$ cat src/rtl/fpdiv_arbiter.sv
// fpdiv_arbiter: round-robin sharing of one FP divide/sqrt unit across N lanes (FPDIV_ARB_FIXED_PRIO_EN selects fixed priority)
module fpdiv_arbiter #(
  parameter int N = 4,
  parameter int DSTWidth = 4,
  parameter int IDW = $clog2(N)
) (
  input  logic                    CLK,
  input  logic                    RST,
  input  logic [N-1:0]            REQ,
  input  logic [N-1:0]            CMD,
  input  logic [3*N-1:0]          SA,
  input  logic [3*N-1:0]          SB,
  input  logic [128*N-1:0]        A,
  input  logic [128*N-1:0]        B,
  input  logic [DSTWidth*N-1:0]   DSTI,
  output logic [N-1:0]            GNT,
  output logic [N-1:0]            RV,
  output logic [127:0]            RR,
  output logic [DSTWidth-1:0]     RDST,
  output logic [2:0]              RSR,
  output logic                    RZERO,
  output logic                    RSIGN,
  output logic                    RINF,
  output logic                    RNAN,
  output logic                    BUSY,
  output logic                    ERR,
  output logic                    D_ACT,
  output logic                    D_CMD,
  output logic [2:0]              D_SA,
  output logic [2:0]              D_SB,
  output logic [127:0]            D_A,
  output logic [127:0]            D_B,
  output logic [DSTWidth+IDW-1:0] D_DSTI,
  input  logic                    D_NEXT,
  input  logic                    D_RDY,
  input  logic [127:0]            D_R,
  input  logic [DSTWidth+IDW-1:0] D_DSTO,
  input  logic [2:0]              D_SR,
  input  logic                    D_ZERO,
  input  logic                    D_SIGN,
  input  logic                    D_INF,
  input  logic                    D_NAN
);
  typedef enum logic [1:0] {IDLE, ISSUE, WAIT} state_t;
  state_t state, state_n;
  logic [IDW-1:0] win, cur_id;
  logic done, match, take;
  assign cur_id = D_DSTI[DSTWidth+IDW-1 -: IDW];
  assign done   = state == WAIT && D_RDY;
  assign match  = D_DSTO[DSTWidth+IDW-1 -: IDW] == cur_id;
  // a matched completion frees the divider on the same edge, so it may grant like IDLE does
  assign take   = (state == IDLE || (done && match)) && D_NEXT && |REQ;
  assign D_ACT  = state == ISSUE;
  assign BUSY   = state != IDLE;
`ifdef FPDIV_ARB_FIXED_PRIO_EN
  // lowest-index requester wins
  always_comb begin
    win = '0;
    for (int i = N - 1; i >= 0; i--) if (REQ[i]) win = IDW'(i);
  end
`else
  logic [IDW-1:0] ptr;
  // first requester after the last granted lane, scanning with wrap
  always_comb begin
    win = '0;
    for (int i = N; i >= 1; i--) if (REQ[(int'(ptr) + i) % N]) win = IDW'((int'(ptr) + i) % N);
  end
  // pointer remembers the last granted lane
  always_ff @(posedge CLK) ptr <= RST ? IDW'(N - 1) : take ? win : ptr;
`endif
  // state register
  always_ff @(posedge CLK) state <= RST ? IDLE : state_n;
  // next state: grant -> issue one cycle -> wait for the divider result
  always_comb state_n = take ? ISSUE : state == ISSUE ? WAIT : done ? IDLE : state;
  // operand capture, grant/result pulses and result routing
  always_ff @(posedge CLK)
    if (RST) begin
      GNT <= '0;
      RV <= '0;
      ERR <= 1'b0;
      RR <= '0;
      RDST <= '0;
      RSR <= '0;
      {RZERO, RSIGN, RINF, RNAN} <= '0;
      D_CMD <= 1'b0;
      D_SA <= '0;
      D_SB <= '0;
      D_A <= '0;
      D_B <= '0;
      D_DSTI <= '0;
    end else begin
      GNT <= take ? N'(1) << win : '0;
      RV <= done && match ? N'(1) << cur_id : '0;
      ERR <= D_RDY && !(done && match);
      if (take) begin
        D_CMD <= CMD[win];
        D_SA <= SA[3*win +: 3];
        D_SB <= SB[3*win +: 3];
        D_A <= A[128*win +: 128];
        D_B <= B[128*win +: 128];
        D_DSTI <= {win, DSTI[DSTWidth*win +: DSTWidth]};
      end
      if (done && match) begin
        RR <= D_R;
        RSR <= D_SR;
        RDST <= D_DSTO[DSTWidth-1:0];
        {RZERO, RSIGN, RINF, RNAN} <= {D_ZERO, D_SIGN, D_INF, D_NAN};
      end
    end
endmodule

$ cat config.mk
export PLATFORM = sky130hd
export DESIGN_NAME = fpdiv_arbiter
export DESIGN_NICKNAME = d
export VERILOG_FILES = /design/src/rtl/fpdiv_arbiter.sv
export SDC_FILE = /design/constraint.sdc
export NUM_CORES = 1
export LEC_CHECK = 0
export BUFFER_PORTS_ARGS = -buffer_cell sky130_fd_sc_hd__buf_2
export CAP_MARGIN = 15
export CORE_AREA = 2 2 632 634
export DETAILED_ROUTE_END_ITERATION = 10
export DIE_AREA = 0 0 634 636
export GPL_TIMING_DRIVEN = 1
export PLACE_DENSITY = 0.3
export SLEW_MARGIN = 20
export SYNTH_ARGS = -nofsm -noshare
export SYNTH_HDL_FRONTEND = slang
export SYNTH_SLANG_ARGS = --single-unit
$ cat constraint.sdc
create_clock -name CLK -period 2.9 [get_ports CLK]
set_input_delay 0.58 -clock CLK [delete_from_list [all_inputs] [get_ports CLK]]
set_output_delay 0.58 -clock CLK [all_outputs]
set_load 0.01 [all_outputs]
### Yosys cells after proc, flatten, opt, wreduce, memory -nomap -nowiden

Cells that the tools add are included.

| storage, ports and cells | value |
|---|---|
| register bits after elaboration | 421 |
| bits in latches | 0 |
| RAM bits | 0 |
| bits in read-only memories | 0 |
| input port bits | 1217 |
| output and inout port bits | 419 |
| logic and storage cells | 85 |
| memories kept | 0 |

| operators by class | value |
|---|---|
| add/subtract/negate cells | 4 |
| multiply operators | 1 |
| divide/modulo/power cells | 0 |
| magnitude comparators | 5 |
| equality and inequality tests | 3 |
| shift operators | 7 |
| multiplexer cells | 21 |
| bitwise operators | 6 |
| reduce and logical (&&, ||, !) cells | 19 |

Operators by type and width:

| operator | number |
|---|---|
| 512-bit by 10-bit variable part select with 128-bit output | 2 |
| 12-bit by 5-bit variable part select with 3-bit output | 2 |
| 3-bit by 4-bit < comparator with 1-bit output, second input constant | 4 |
| 16-bit by 5-bit variable part select with 4-bit output | 1 |
| 2-bit OR reduction | 7 |
| 2-bit two-way mux | 6 |
| 1-bit binary-select mux with 2-bit select | 5 |
| 1-bit two-way mux | 10 |
| 1-bit by 2-bit left shift with 4-bit output, first input constant | 2 |
| 1-bit logical AND | 5 |
| 2-bit by 1-bit adder with 2-bit output, second input constant | 2 |
| 2-bit adder, second input constant | 2 |
| 1-bit bitwise AND, first input constant | 4 |
| 2-bit by 2-bit multiplier with 4-bit output, first input constant | 1 |
| 2-bit nonzero test | 2 |
| 4-bit OR reduction | 1 |
| 2-bit by 3-bit < comparator with 1-bit output, second input constant | 1 |
| 3-bit nonzero test | 1 |
| 2-bit by 1-bit equality test with 1-bit output, second input constant | 1 |
| 2-bit equality test | 1 |
| 2-bit equality test, second input constant | 1 |
| 2-bit logical NOT | 1 |
| 1-bit NOT | 2 |
| 1-bit logical NOT | 1 |
| 1-bit logical OR | 1 |

### Longest topological paths before layout

| logic depth | value |
|---|---|
| depth after elaboration | 12 |
| mapped depth | 10 |
| gate-level depth less buffers | 6 |

### Least setup slack after synthesis

No wires, ideal clock.

| timing | value |
|---|---|
| path type | input to register |
| start point | in REQ[3] |
| end point | reg D_A[0] |
| arrival time | 2.207 ns |
| data required time | 2.778 ns |
| setup slack | 0.571 ns |
| cell stages on the path | 9 |
| path buffers | 3 |
| cell sequence | inv_1 -> o22ai_1 -> a221oi_1 -> buf_2 -> clkbuf_1 -> buf_2 -> mux2i_1 -> o2bb2ai_1 -> a221o_1 |

| between the ends | value |
|---|---|
| longest elaborated chain between the ends | 8 |
| elaborated cells between the ends (all ways) | 19 |
| those cells by class | shift: 1; mux: 16; reduce/logical: 2 |

RTL lines:

| what | RTL line | RTL |
|---|---|---|
| start: declaration | 9 | `input logic [N-1:0] REQ,` |
| 1-bit binary-select mux with 2-bit select | 66 | `for (int i = N; i >= 1; i--) if (REQ[(int'(ptr) + i) % N]) win = IDW'((int'(ptr) + i) % N);` |
| 1-bit two-way mux (not written as such) (2 in series) | 66 |  |
| 2-bit two-way mux (4 in series) | 66 |  |
| 512-bit by 10-bit variable part select with 128-bit output | 99 | `D_A <= A[128*win +: 128];` |
| end signal: assignment | 99 |  |
| end: declaration | 31 | `output logic [127:0] D_A,` |

Parallel ways exist; a longest one is shown, timed or not. The select of a mux whose other input is x is not followed.
A chain may end at the register's enable or synchronous reset.

### Worst setup path in the final report

| timing | value |
|---|---|
| start point | reg D_DSTI[4] |
| end point | reg D_B[90] |

| between the ends | value |
|---|---|
| longest elaborated chain between the ends | 5 |

RTL lines:

| what | RTL line | RTL |
|---|---|---|
| start: declaration | 33 | `output logic [DSTWidth+IDW-1:0] D_DSTI,` |
| start signal: assignment | 101 | `D_DSTI <= {win, DSTI[DSTWidth*win +: DSTWidth]};` |
| 2-bit equality test | 50 | `assign match = D_DSTO[DSTWidth+IDW-1 -: IDW] == cur_id;` |
| 1-bit logical AND | 52 | `assign take = (state == IDLE \|\| (done && match)) && D_NEXT && \|REQ;` |
| 1-bit logical OR | 52 |  |
| 1-bit logical AND (2 in series) | 52 |  |
| end signal: assignment | 100 | `D_B <= B[128*win +: 128];` |
| end: declaration | 32 | `output logic [127:0] D_B,` |

Every way passes these cells.

==> results.txt <==
----------------------------------------------------
[Synth]
  Synth top area share ... 0.422
  Biggest area contributors in the synthesized netlist ... dfxtp_1, nand2_1, a21oi_1, mux2i_1, a221o_1
  Share of synthesized area occupied by flip-flops and latches ... 0.422
  Number of instances in the synthesized netlist ... 2425
  Mean instance size in the synthesized netlist ... 8.24 um^2
  Synthesis-stage register bit count ... 421
  Top_reg_cell synth ... dfxtp_1
  Multiplexer fraction of the synthesized cell area ... 0.0741
  Unique cell type count in the Yosys netlist ... 37
  Number of enable-type register cells in the synthesized netlist ... 0
  Largest area contributor in the netlist ... dfxtp_1
  Share of synthesized registers carrying an async set or reset ... 0
  Simple-gate share of the synthesized area ... 0.155
  Number of warning messages in the yosys log ... 0
  Top cells by instance count after synthesis ... nand2_1, dfxtp_1, a21oi_1, mux2i_1, a221o_1
  Post-synthesis adder-cell area fraction ... 0
  Post-synthesis compound-gate area fraction ... 0.297
  Post-synthesis instance area ... 20000 um^2
  Total nets after synthesis ... 3642
  XOR/XNOR share of the synthesized area ... 0.000877
  Main combinational cell family by area after synthesis ... compound AO/OA/AOI/OAI gates
  Most used standard cell by instance count after synthesis ... nand2_1

[Global routing]
  Aggregate global-route resource usage ... 0.116
  Via count of the first global-routing pass ... 29731
  Maximum number of pins on one net before global-route repair ... 123
  Number of antenna violations at the first check in global routing ... 80
  First-pass GRT wire length ... 308 mm
  Global route overflow ... 0

[Clock network]
  Root Driver ... clkbuf_16
  Clock Sinks ... 421
  Post-CTS clock slew at the launch and capture registers of the worst setup and hold paths ... 60 ps
  Setup bufs post-CTS ... 0
  Max H-tree Level ... 3
  CTS Buf Count ... 71
  Bufs on Longest Clock Path ... 4
  Clock insertion delay at the later pin of the skew report ... 800 ps
  Clock tree from TritonCTS ... done

[Power and ir drop]
  VDD IR max ... 0.381 mV
  Net switching power of the design ... 0.00791 W
  Total leakage power ... 18.1 nW
  Total power ... 0.0217 W
  Part of the total power dissipated in the clock network ... 0.390
  Switching share of power ... 0.364
  Part of the power in combinational logic ... 0.301
  P per Cell Area ... 516 nW/um^2
  Portion of total power attributed to sequential cells ... 0.309
  Int Pwr ... 0.0138 W

[Final layout]
  Layout Nets ... 5688
  Final-layout fill cell count ... 46624
  Storage cell area ... 8430 um^2
  Multi-input combinational cell area ... 10600 um^2
  Share of post-route cells with drive strength above 1 ... 0.429
  Synthesis-to-layout area growth ... 111%
  Number of standard cells in the final layout excluding fillers ... 9817

[Floorplan]
  Number of placed I/O pins ... 1636
  Horizontal die dimension ... 634 um
  Row count ... 232
  Die height ... 636 um
  Starting utilization of the core area ... 0.0503
  Core Footprint ... 397000 um^2
  Die Footprint ... 403000 um^2

[Critical path]
  Kind of start point of the critical path ... flop
  Worst flop-to-flop path startpoint ... D_DSTI[4]$_SDFFE_PP0P_
  Type of element capturing the critical path ... flop
  Slowest stage cell, crit path ... or3_4
  Critical Setup Path Class ... flop to flop
  Longest individual stage delay on the worst path ... 450 ps
  Worst path arrival time ... 3430 ps
  Most Frequent Cell on Critical Path ... buf_12
  CP Max Fanout ... 17
  Worst-path cell chain ... xor2_1 -> a32oi_1 -> nand4bb_4 -> or3_4 -> buf_12 -> buf_12 -> buf_12 -> a21oi_1 -> a311o_1
  Required time reported for the critical path endpoint ... 3580 ps
  Worst setup path start ... D_DSTI[4]$_SDFFE_PP0P_

[Worst hold path]
  Type of the worst min-delay path ... input pin to flop
  Worst hold path startpoint ... B[485]

[STA]
  Slew margin rel. ... 0.410
  Unrepaired setup endpoints after global routing ... no
  Final-report hold violation count ... 0
  Final setup margin ... 145 ps
  Final setup violating endpoints ... 0
  Share of the cycle needed by the critical path after routing ... 0.950
  Actual slew at the worst max-slew pin ... 885 ps
  Max Clock Freq ... 363 MHz
  Max Transition Viols Final ... 0
  Total negative setup slack ... 0 ps
  Setup Skew ... 93.4 ps
  Final critical-path required period ... 2760 ps

[Drt]
  Drt drc ... 0
  DR vias ... 28391
  First-pass detailed-route iteration total ... 5
  Post-detailed-routing wire length ... 245 mm
  Number of nets still failing antenna checks after routing ... 0
  Detail-routed via count per cell ... 2.89
  Detailed router's first-iteration violation count ... 1381
  Average wire per cell in the routed design ... 25.0 um

[Placed design]
  Final GP Congestion ... 0.913
  Detailed Place HPWL ... 213 mm
  Number of placed cells counting well taps ... 9271
  Count of port buffers added during placement ... 1635
  Worst setup slack after placement ... -272 ps

[Status]
  Run status ... complete, no violations

[Run]
  Max-capacitance violation count ... 0

----------------------------------------------------
==> cell usage in the layout (no fill, tap or decap), types with 72 or more instances in the layout <==
master,instances
buf_2,1634
nand2_1,770
dfxtp_1,421
dlygate4sd3_1,392
a21oi_1,388
mux2i_1,144
a221o_1,143
o2bb2ai_1,142
buf_4,130
a311o_1,121
clkbuf_16,72
==> power by group through the flow <==
stage                     Sequential [W]  Clock, W  Combinational [W]
final                            0.00670   0.00848            0.00654
after global routing             0.00677   0.00909            0.00716
after CTS                        0.00673   0.00895            0.00687
after detailed placement         0.00684         0            0.00636
after global placement           0.00685         0            0.00638
after floorplan                  0.00690         0            0.00187
==> sequential cells by signal, indices dropped and copies added (netlist names), 4 cells and up <==
signal  cells
D_A       128
GNT         4
RR        128
D_DSTI      6
D_B       128
RV          4
RDST        4
==> metal layers <==
metal,up-vias,global-route usage,share of wire
li1,12950,-,-
met1,13835,0.126,0.37
met2,1328,0.203,0.49
met3,254,0.0574,0.12
met4,24,0.0235,0.019
met5,-,0,0.00058
==> area by class of cell <==
class / count / share of cell area
Sequential cell: 421 / 0.200
Clock inverter: 19 / 0.00440
Inverter: 6 / 0.000654
Tap cell: 5265 / 0.157
Timing Repair Buffer: 2209 / 0.336
Clock buffer: 95 / 0.0472
Multi-Input combinational cell: 1762 / 0.253
Antenna cell: 40 / 0.00238
==> critical path, delay by kind of cell, from the launching register on <==
kind / cells / cell delay (ps)
and+or+nand+nor: 2 / 620
DFF: 1 / 310
AOI/OAI and AO/OA: 3 / 830
xor gates and xnor gates: 1 / 200
buffers and inverters: 3 / 560
==> timing repair <==
item                                    4_1_cts  5_1_grt
endpoints found under the setup margin        0        4
resized for setup                             0        5
endpoints found under the hold margin       275        0
hold buffers                                392        0
==> logic make-up after synthesis <==
kind of cell / after synthesis
compound gates: 807
xor+xnor: 2
buf+inv: 242
flops: 421
mux: 148
simple gates: 805
==> worst paths after layout <==
path | to | slack, ps | cells past startpoint
worst min-delay path | D_B[101]$_SDFFE_PP0P_ | 90 | 2
worst min register to register | RR[61]$_SDFFE_PP0N_ | 450 | 2
worst max register to register | D_B[90]$_SDFFE_PP0P_ | 140 | 9
worst max-delay path | D_B[90]$_SDFFE_PP0P_ | 140 | 9
==> per-stage QoR <==
step,util,area (um^2),hold slack (ps)
5_1_grt,0.106,42100,24.8
4_1_cts,0.106,42000,0.668
6_report,0.106,42100,92.7
2_1_floorplan,-,20000,474
3_3_place_gp,0.0903,35900,441
3_5_place_dp,0.0903,35900,445
Note: power is estimated with default switching activity, not from simulation.
